==> src/rtl/pong_object_engine_pkg.sv <==
// Shared constants, types and helpers for the pong object engine.
//  - Screen, ball and paddle geometry, with derived reset and limit positions
//  - RGB565 colour constants
//  - FSM state encoding (ST_IDLE..ST_OVER)
//  - in_span(): inclusive-low / exclusive-high range test used by the pixel compare stage
package pong_object_engine_pkg;

  localparam int H_ACTIVE     = 640;
  localparam int V_ACTIVE     = 480;
  localparam int BALL_SIZE    = 8;
  localparam int BALL_STEP    = 2;
  localparam int PADDLE_X     = 16;
  localparam int PADDLE_W     = 8;
  localparam int PADDLE_H     = 64;
  localparam int PADDLE_STEP  = 4;
  localparam int SERVE_FRAMES = 60;
  localparam int MAX_SCORE    = 9;
  localparam int BORDER_LINES = 2;

  // Derived positions and limits
  localparam logic [9:0] BALL_X0      = 10'((H_ACTIVE - BALL_SIZE) / 2);
  localparam logic [9:0] BALL_Y0      = 10'((V_ACTIVE - BALL_SIZE) / 2);
  localparam logic [9:0] PADDLE_Y0    = 10'((V_ACTIVE - PADDLE_H) / 2);
  localparam logic [9:0] PADDLE_Y_MAX = 10'(V_ACTIVE - PADDLE_H);

  // Signed 11-bit constants for the ball's next-position arithmetic
  localparam logic signed [10:0] BALL_STEP_S = 11'(BALL_STEP);
  localparam logic signed [10:0] BALL_X_MAX  = 11'(H_ACTIVE - BALL_SIZE);
  localparam logic signed [10:0] BALL_Y_MAX  = 11'(V_ACTIVE - BALL_SIZE);
  localparam logic signed [10:0] PADDLE_EDGE = 11'(PADDLE_X + PADDLE_W);

  localparam logic [15:0] RGB_BLACK  = 16'h0000;
  localparam logic [15:0] RGB_BALL   = 16'hFFFF;
  localparam logic [15:0] RGB_PADDLE = 16'h07E0;
  localparam logic [15:0] RGB_BORDER = 16'h001F;

  typedef enum logic [1:0] {
    ST_IDLE  = 2'd0,
    ST_SERVE = 2'd1,
    ST_PLAY  = 2'd2,
    ST_OVER  = 2'd3
  } state_e;

  // True when lo <= pos < lo + len; widened to 11 bits so lo + len cannot wrap.
  function automatic logic in_span(input logic [9:0] pos, input logic [9:0] lo,
                                   input logic [10:0] len);
    logic [10:0] pos_w;
    logic [10:0] lo_w;
    pos_w = {1'b0, pos};
    lo_w  = {1'b0, lo};
    return (pos_w >= lo_w) && (pos_w < (lo_w + len));
  endfunction

endpackage

==> src/rtl/pong_pixel_mux.sv <==
// Two-stage pixel colouring pipeline.
//  S1 registers the ball / paddle / border hit tests and the valid flag for the
//  requested scan position; S2 applies the colour priority and registers the result.
// Ports:
//  clk, rst               pixel clock, synchronous active-high reset (flushes both stages)
//  scan_x, scan_y         requested scan position
//  scan_valid             scan position is inside the active area
//  ball_x, ball_y         ball top-left corner
//  paddle_y               paddle top row (column is fixed)
//  rgb, rgb_valid         RGB565 colour and valid, 2 cycles after scan_x/scan_y
module pong_pixel_mux
  import pong_object_engine_pkg::*;
(
  input  logic        clk,
  input  logic        rst,
  input  logic [9:0]  scan_x,
  input  logic [9:0]  scan_y,
  input  logic        scan_valid,
  input  logic [9:0]  ball_x,
  input  logic [9:0]  ball_y,
  input  logic [9:0]  paddle_y,
  output logic [15:0] rgb,
  output logic        rgb_valid
);

  logic        s1_valid_d, s1_valid_q;
  logic        s1_ball_d, s1_ball_q;
  logic        s1_paddle_d, s1_paddle_q;
  logic        s1_border_d, s1_border_q;
  logic [15:0] rgb_d, rgb_q;
  logic        rgb_valid_d, rgb_valid_q;

  // S1: object hit tests for the requested position
  always_comb begin
    s1_valid_d  = scan_valid;
    s1_ball_d   = in_span(scan_x, ball_x, 11'(BALL_SIZE)) &&
                  in_span(scan_y, ball_y, 11'(BALL_SIZE));
    s1_paddle_d = in_span(scan_x, 10'(PADDLE_X), 11'(PADDLE_W)) &&
                  in_span(scan_y, paddle_y, 11'(PADDLE_H));
    s1_border_d = (scan_y < 10'(BORDER_LINES)) ||
                  (scan_y >= 10'(V_ACTIVE - BORDER_LINES));
  end

  // S2: colour priority, blanking outside the active area
  always_comb begin
    rgb_valid_d = s1_valid_q;
    if (!s1_valid_q) begin
      rgb_d = RGB_BLACK;
    end else if (s1_ball_q) begin
      rgb_d = RGB_BALL;
    end else if (s1_paddle_q) begin
      rgb_d = RGB_PADDLE;
    end else if (s1_border_q) begin
      rgb_d = RGB_BORDER;
    end else begin
      rgb_d = RGB_BLACK;
    end
  end

  // Pipeline registers for both stages
  always_ff @(posedge clk) begin
    if (rst) begin
      s1_valid_q  <= 1'b0;
      s1_ball_q   <= 1'b0;
      s1_paddle_q <= 1'b0;
      s1_border_q <= 1'b0;
      rgb_q       <= RGB_BLACK;
      rgb_valid_q <= 1'b0;
    end else begin
      s1_valid_q  <= s1_valid_d;
      s1_ball_q   <= s1_ball_d;
      s1_paddle_q <= s1_paddle_d;
      s1_border_q <= s1_border_d;
      rgb_q       <= rgb_d;
      rgb_valid_q <= rgb_valid_d;
    end
  end

  assign rgb       = rgb_q;
  assign rgb_valid = rgb_valid_q;

endmodule

==> src/rtl/pong_object_engine.sv <==
// Pong game logic: one paddle, one ball, game FSM and per-pixel colouring.
// Objects move once per frame on the selected vsync edge; pixels are coloured by
// pong_pixel_mux with a fixed 2-cycle latency.
// Ports:
//  iVGA_CLK             pixel clock (only clock)
//  sys_rst              synchronous reset, active-high
//  ivga_x/ivga_y        scan position from vga_draw
//  ivga_valid           scan position inside active area
//  ivga_vsync           vsync from vga_draw
//  ent[0] / ent[1]      start-restart / pause toggle (levels, edge-detected here)
//  iBtn_up / iBtn_dn    paddle up / down (held)
//  oRGB / oRGB_valid    RGB565 colour and valid, 2 cycles after ivga_x/ivga_y
//  oScore               misses so far
//  oState               FSM state (pause shows as PLAY)
module pong_object_engine
  import pong_object_engine_pkg::*;
#(
  parameter bit VSYNC_ACT_LOW = 1'b1
) (
  input  logic        iVGA_CLK,
  input  logic        sys_rst,
  input  logic [9:0]  ivga_x,
  input  logic [9:0]  ivga_y,
  input  logic        ivga_valid,
  input  logic        ivga_vsync,
  input  logic [1:0]  ent,
  input  logic        iBtn_up,
  input  logic        iBtn_dn,
  output logic [15:0] oRGB,
  output logic        oRGB_valid,
  output logic [3:0]  oScore,
  output logic [1:0]  oState
);

  state_e      state_d, state_q;
  logic        pause_d, pause_q;
  logic [5:0]  serve_cnt_d, serve_cnt_q;
  logic [3:0]  score_d, score_q;
  logic [9:0]  ball_x_d, ball_x_q;
  logic [9:0]  ball_y_d, ball_y_q;
  logic        ball_dx_d, ball_dx_q;   // 1: moving toward larger x
  logic        ball_dy_d, ball_dy_q;   // 1: moving toward larger y
  logic [9:0]  paddle_y_d, paddle_y_q;
  logic        vsync_d, vsync_q;
  logic [1:0]  ent_d, ent_q;

  logic        frame_tick, start_rise, pause_rise;
  logic [10:0] paddle_dn_sum;
  logic [9:0]  paddle_next;
  logic signed [10:0] ball_nx, ball_ny;
  logic        paddle_overlap;
  logic [9:0]  ball_x_next, ball_y_next;
  logic        ball_dx_next, ball_dy_next, ball_miss;

  // The vsync delay flop resets to the inactive level, so reset alone never makes a tick.
  assign frame_tick = VSYNC_ACT_LOW ? (vsync_q & ~ivga_vsync) : (~vsync_q & ivga_vsync);
  assign start_rise = ent[0] & ~ent_q[0];
  assign pause_rise = ent[1] & ~ent_q[1];

  // Paddle candidate position for this tick, clamped to the screen
  always_comb begin
    paddle_dn_sum = {1'b0, paddle_y_q} + 11'(PADDLE_STEP);
    if (iBtn_up && !iBtn_dn) begin
      if (paddle_y_q < 10'(PADDLE_STEP)) begin
        paddle_next = 10'd0;
      end else begin
        paddle_next = paddle_y_q - 10'(PADDLE_STEP);
      end
    end else if (iBtn_dn && !iBtn_up) begin
      if (paddle_dn_sum > {1'b0, PADDLE_Y_MAX}) begin
        paddle_next = PADDLE_Y_MAX;
      end else begin
        paddle_next = paddle_dn_sum[9:0];
      end
    end else begin
      paddle_next = paddle_y_q;
    end
  end

  // Ball candidate position; x and y are resolved independently so corners need no special case
  always_comb begin
    ball_nx = ball_dx_q ? ($signed({1'b0, ball_x_q}) + BALL_STEP_S)
                        : ($signed({1'b0, ball_x_q}) - BALL_STEP_S);
    ball_ny = ball_dy_q ? ($signed({1'b0, ball_y_q}) + BALL_STEP_S)
                        : ($signed({1'b0, ball_y_q}) - BALL_STEP_S);
    // Inclusive span overlap of the ball's current rows with the paddle's rows
    paddle_overlap = ({1'b0, ball_y_q} <= ({1'b0, paddle_y_q} + 11'(PADDLE_H - 1))) &&
                     (({1'b0, ball_y_q} + 11'(BALL_SIZE - 1)) >= {1'b0, paddle_y_q});
    ball_miss    = 1'b0;
    ball_dx_next = ball_dx_q;
    ball_dy_next = ball_dy_q;

    if (ball_ny < 11'sd0) begin
      ball_y_next  = 10'd0;
      ball_dy_next = 1'b1;
    end else if (ball_ny > BALL_Y_MAX) begin
      ball_y_next  = 10'(BALL_Y_MAX);
      ball_dy_next = 1'b0;
    end else begin
      ball_y_next  = ball_ny[9:0];
    end

    if (ball_dx_q && (ball_nx > BALL_X_MAX)) begin
      ball_x_next  = 10'(BALL_X_MAX);
      ball_dx_next = 1'b0;
    end else if (!ball_dx_q && (ball_nx <= PADDLE_EDGE) && paddle_overlap) begin
      ball_x_next  = 10'(PADDLE_EDGE);
      ball_dx_next = 1'b1;
    end else if (ball_nx <= 11'sd0) begin
      ball_x_next  = BALL_X0;
      ball_miss    = 1'b1;
    end else begin
      ball_x_next  = ball_nx[9:0];
    end
  end

  // Game FSM and object position updates
  always_comb begin
    state_d     = state_q;
    pause_d     = pause_q;
    serve_cnt_d = serve_cnt_q;
    score_d     = score_q;
    ball_x_d    = ball_x_q;
    ball_y_d    = ball_y_q;
    ball_dx_d   = ball_dx_q;
    ball_dy_d   = ball_dy_q;
    paddle_y_d  = paddle_y_q;
    vsync_d     = ivga_vsync;
    ent_d       = ent;
    case (state_q)
      ST_IDLE, ST_OVER: begin
        if (start_rise) begin
          state_d     = ST_SERVE;
          serve_cnt_d = 6'd0;
          score_d     = 4'd0;
        end else begin
          state_d     = state_q;
        end
      end
      ST_SERVE: begin
        if (frame_tick) begin
          paddle_y_d = paddle_next;
          ball_x_d   = BALL_X0;
          ball_y_d   = BALL_Y0;
          ball_dx_d  = 1'b1;
          if (serve_cnt_q == 6'(SERVE_FRAMES - 1)) begin
            state_d = ST_PLAY;
          end else begin
            serve_cnt_d = serve_cnt_q + 6'd1;
          end
        end else begin
          serve_cnt_d = serve_cnt_q;
        end
      end
      ST_PLAY: begin
        if (pause_rise) begin
          pause_d = ~pause_q;
        end else begin
          pause_d = pause_q;
        end
        if (frame_tick && !pause_q) begin
          paddle_y_d = paddle_next;
          ball_dy_d  = ball_dy_next;
          if (ball_miss) begin
            ball_x_d    = BALL_X0;
            ball_y_d    = BALL_Y0;
            ball_dx_d   = 1'b1;
            score_d     = score_q + 4'd1;
            serve_cnt_d = 6'd0;
            pause_d     = 1'b0;
            if ((score_q + 4'd1) == 4'(MAX_SCORE)) begin
              state_d = ST_OVER;
            end else begin
              state_d = ST_SERVE;
            end
          end else begin
            ball_x_d  = ball_x_next;
            ball_y_d  = ball_y_next;
            ball_dx_d = ball_dx_next;
          end
        end else begin
          paddle_y_d = paddle_y_q;
        end
      end
      default: state_d = ST_IDLE;
    endcase
  end

  // State registers with synchronous reset
  always_ff @(posedge iVGA_CLK) begin
    if (sys_rst) begin
      state_q     <= ST_IDLE;
      pause_q     <= 1'b0;
      serve_cnt_q <= 6'd0;
      score_q     <= 4'd0;
      ball_x_q    <= BALL_X0;
      ball_y_q    <= BALL_Y0;
      ball_dx_q   <= 1'b1;
      ball_dy_q   <= 1'b1;
      paddle_y_q  <= PADDLE_Y0;
      vsync_q     <= VSYNC_ACT_LOW;
      ent_q       <= 2'b00;
    end else begin
      state_q     <= state_d;
      pause_q     <= pause_d;
      serve_cnt_q <= serve_cnt_d;
      score_q     <= score_d;
      ball_x_q    <= ball_x_d;
      ball_y_q    <= ball_y_d;
      ball_dx_q   <= ball_dx_d;
      ball_dy_q   <= ball_dy_d;
      paddle_y_q  <= paddle_y_d;
      vsync_q     <= vsync_d;
      ent_q       <= ent_d;
    end
  end

  pong_pixel_mux u_pixel_mux (
    .clk        (iVGA_CLK),
    .rst        (sys_rst),
    .scan_x     (ivga_x),
    .scan_y     (ivga_y),
    .scan_valid (ivga_valid),
    .ball_x     (ball_x_q),
    .ball_y     (ball_y_q),
    .paddle_y   (paddle_y_q),
    .rgb        (oRGB),
    .rgb_valid  (oRGB_valid)
  );

  assign oScore = score_q;
  assign oState = state_q;

endmodule

==> config.mk <==
export PLATFORM = sky130hd
export DESIGN_NAME = pong_object_engine
export DESIGN_NICKNAME = d
export VERILOG_FILES = /design/src/rtl/pong_object_engine_pkg.sv /design/src/rtl/pong_pixel_mux.sv /design/src/rtl/pong_object_engine.sv
export SDC_FILE = /design/constraint.sdc
export NUM_CORES = 1
export LEC_CHECK = 0
export CAP_MARGIN = 20
export CORE_ASPECT_RATIO = 0.7
export CORE_MARGIN = 2
export CORE_UTILIZATION = 30
export DETAILED_ROUTE_END_ITERATION = 6
export DONT_BUFFER_PORTS = 1
export GPL_TIMING_DRIVEN = 0
export PLACE_DENSITY = 0.52
export SYNTH_ARGS = -nofsm -noshare
export SYNTH_HDL_FRONTEND = slang
export SYNTH_SLANG_ARGS = --single-unit
==> constraint.sdc <==
create_clock -name iVGA_CLK -period 8.6 [get_ports iVGA_CLK]
set_input_delay 1.29 -clock iVGA_CLK [delete_from_list [all_inputs] [get_ports iVGA_CLK]]
set_output_delay 1.29 -clock iVGA_CLK [all_outputs]
set_load 0.02 [all_outputs]
==> out/qor.yml <==
outcome: "finished clean"
synth_area_per_cell_um2: 7.98
slew_headroom_pct: 25.1
synth_edf_count: 0
nNetsFinal: 809
regToRegSetupSlack_ns: 4.02
synth_top_cell_by_area: "ha_1"
clk-insertion-delay-late_ns: 0.30
finalWorstPathRequiredPeriod_ns: 4.58
worst-r2r-cell-count: 12
seqPwrFrac_pct: 32.2
p_int_w: 0.000546
crit_path_max_fanout: 8
fill_cells: 1901
die_area_um2: 19100
cap_violations: 0
crit_top_cell: "a21oi_1"
worstSetupStartpoint: "ball_y_q[3]"
syn_nets: 801
worst_r2r_endpoint: "oScore[0]"
initial_core_util_pct: 30.3
synthFlopType: "dfxtp_1"
num_rows: 41
hold_violations: 0
routedWlPerCell_um: 16.7
switching_share_pct: 36.1
wl_mm: 15.4
cts_tree: "built"
endpoint: "oScore[0]"
critical_path_class: "reg -> reg"
final_util_pct: 33.0
ys_async_sr_fraction_pct: 0
die_w_um: 165
slowest_delay_ns: 0.89
ant_nets: 0
worst_setup_path_start_kind: "flop"
synth.area.top_cells: "ha_1, dfxtp_1, xnor2_1, a21oi_1, o21ai_0"
dieHeight_um: 116
grt_max_degree: 16
power.density_nw_per_um2: 145
yosysSeqAreaShare_pct: 19.2
gp_congestion: 0.874
p_switching_w: 0.000309
synth_cell_types: 74
viasPerCell: 5.35
postCtsHoldBufs: 0
syn2layout_area_growth_pct: 8.97
ys.warnings.count: 0
peakVddDrop_mv: 0.0587
slowest_stage: "o41ai_1"
antenna_found_initial: 0
hp-class: "reg -> reg"
clk_pin_slew_ns: 0.07
setup_tns_ns: 0
slew_violations: 0
cts_buffers: 5
cts_resized: 0
max_freq_ghz: 0.219
fin_skew_ns: 0.00814
track_usage_pct: 16.9
post-route-period-util_pct: 53.2
multiInputGateArea_um2: 3980
drt_first_pass_iters: 5
mostFrequentLayoutCells: "ha_1, nor2_1, dfxtp_1"
remaining_drc_errors: 0
htree_levels: 2
tightest_slew_ns: 1.11
dp_hpwl_mm: 12.4
io_pins: 51
worstPathCellList: "inv_1 -> nor3_1 -> and3_1 -> a21boi_1 -> xnor2_1 -> ha_1 -> a21oi_1 -> o22ai_1 -> o41ai_1 -> o21ai_0 -> or4_1 -> a21oi_1"
post_cts_buffers: 0
clock_tree.root_cell: "clkbuf_16"
synth-seq-cells: 52
clockBufferDepth: 2
overflow: 0
area.sequential_um2: 1040
p_leak_nw: 2.44
combinationalPowerShare_pct: 37.4
diodes: 0
port_buffers: 0
clock-sinks: 52
synth_cells: 678
coreArea_um2: 17900
endpoint_kind: "flop"
finalSetupViolCount: 0
cp.required_ns: 8.83
drive_gt1_share_pct: 5.25
vias: 4935
synthDominantCellAreaShare_pct: 21.5
rr_startpoint: "ball_y_q[3]"
syn_area_um2: 5410
layout_commonest_cell: "ha_1"
clkPwrFrac_pct: 30.4
grt_pass1_wl_mm: 25.3
rsz0062_at_grt: "false"
crit_arrival_ns: 4.80
drtIter0Drc: 438
grt_pass1_vias: 4581
[flip-flops by register name, summed over array words and instances (netlist names)]
register                 cells
u_pixel_mux.rgb_valid        1
oState                       2
u_pixel_mux.rgb_valid_d      1
oScore                       4
vsync_q                      1
ball_dy_q                    1
serve_cnt_q                  6
pause_q                      1
u_pixel_mux.s1_ball_q        1
ent_q                        2
u_pixel_mux.s1_paddle_q      1
u_pixel_mux.s1_border_q      1
paddle_y_q                   8
ball_y_q                     9
ball_dx_q                    1
u_pixel_mux.rgb              3
ball_x_q                     9
[metal layers]
layer | up-vias | wire length [um] | global-route usage, %
met4 | 0 | 82 | 2.67
met1 | 2297 | 8650 | 27.6
met3 | 7 | 953 | 2.98
met5 | - | 0 | 0
li1 | 2506 | - | -
met2 | 125 | 5730 | 22.6
[synthesized netlist by cell type, drive strengths merged (6+ instances only)]
library cell and instances:
a21o 6, a21oi 45, and3 8, buf 15
clkbuf 20, dfxtp 52, ha 93, inv 52
nand2 35, nand2b 8, nand3 24, nand4 7
nor2 52, nor2b 18, nor3 22, nor4 8
o211ai 7, o21a 15, o21ai 42, o311ai 6
o31ai 10, o32a 6, or3 7, xnor2 33
[power groups by stage]
stage          registers, W  clock network (W)  logic (W)
3_3_place_gp       0.000281                  0   0.000314
4_1_cts            0.000275           0.000266   0.000317
5_1_grt            0.000277           0.000277   0.000366
3_5_place_dp       0.000281                  0   0.000315
6_report           0.000275           0.000260   0.000320
2_1_floorplan      0.000274                  0   0.000243
[kinds of logic after synthesis]
logic type	after synthesis	share of synthesized area (%)
and+or+nand+nor	204	19.2
AOI/OAI and AO/OA	196	25.1
adders and majority gates	95	22.2
buffers and inverters	88	7.14
DFF	52	19.2
xor gates and xnor gates	38	6.15
muxes	5	0.948
[worst max-delay path, delay by kind of cell, from the launching register on]
kind	cells	cell delay, ns
AOI/OAI and AO/OA	6	2.05
DFF	1	0.56
adders and majority gates	1	0.26
buffers and inverters	1	0.12
and+or+nand+nor	3	1.36
xor gates and xnor gates	1	0.15
[how the worst min path moves through the flow]
stage	start	endpoint	slack, ns	cells past startpoint
after floorplan	u_pixel_mux.s1_paddle_q	u_pixel_mux.rgb[10]	0.43	2
after global placement	u_pixel_mux.s1_paddle_q	u_pixel_mux.rgb[10]	0.46	2
after detailed placement	u_pixel_mux.s1_paddle_q	u_pixel_mux.rgb[10]	0.47	2
after CTS	u_pixel_mux.s1_paddle_q	u_pixel_mux.rgb[10]	0.48	2
after global routing	u_pixel_mux.s1_ball_q	u_pixel_mux.rgb[14]	0.51	1
final	u_pixel_mux.s1_paddle_q	u_pixel_mux.rgb[10]	0.48	2
[per-stage QoR]
stage	cell area (um2)	hold slack, ns	power, W	cells	worst slack [ns]
after global routing	5900	0.511	0.000921	922	3.71
final	5900	0.478	0.000855	922	4.02
after CTS	5890	0.481	0.000858	921	4.07
after floorplan	5410	0.434	0.000518	678	5.17
after global placement	5710	0.456	0.000595	914	4.06
after detailed placement	5710	0.470	0.000596	914	4.11
[layout make-up]
cell class | instances | share of cell area, %
inverter | 53 | 3.37
multi-input combinational | 538 | 67.6
buffer | 35 | 3.18
tap | 236 | 5.01
sequential | 52 | 17.7
clock buffer | 5 | 2.12
timing repair buffer | 1 | 0.0849
clock inverter | 2 | 1.02
No activity file was read; power rests on OpenSTA's default activity.
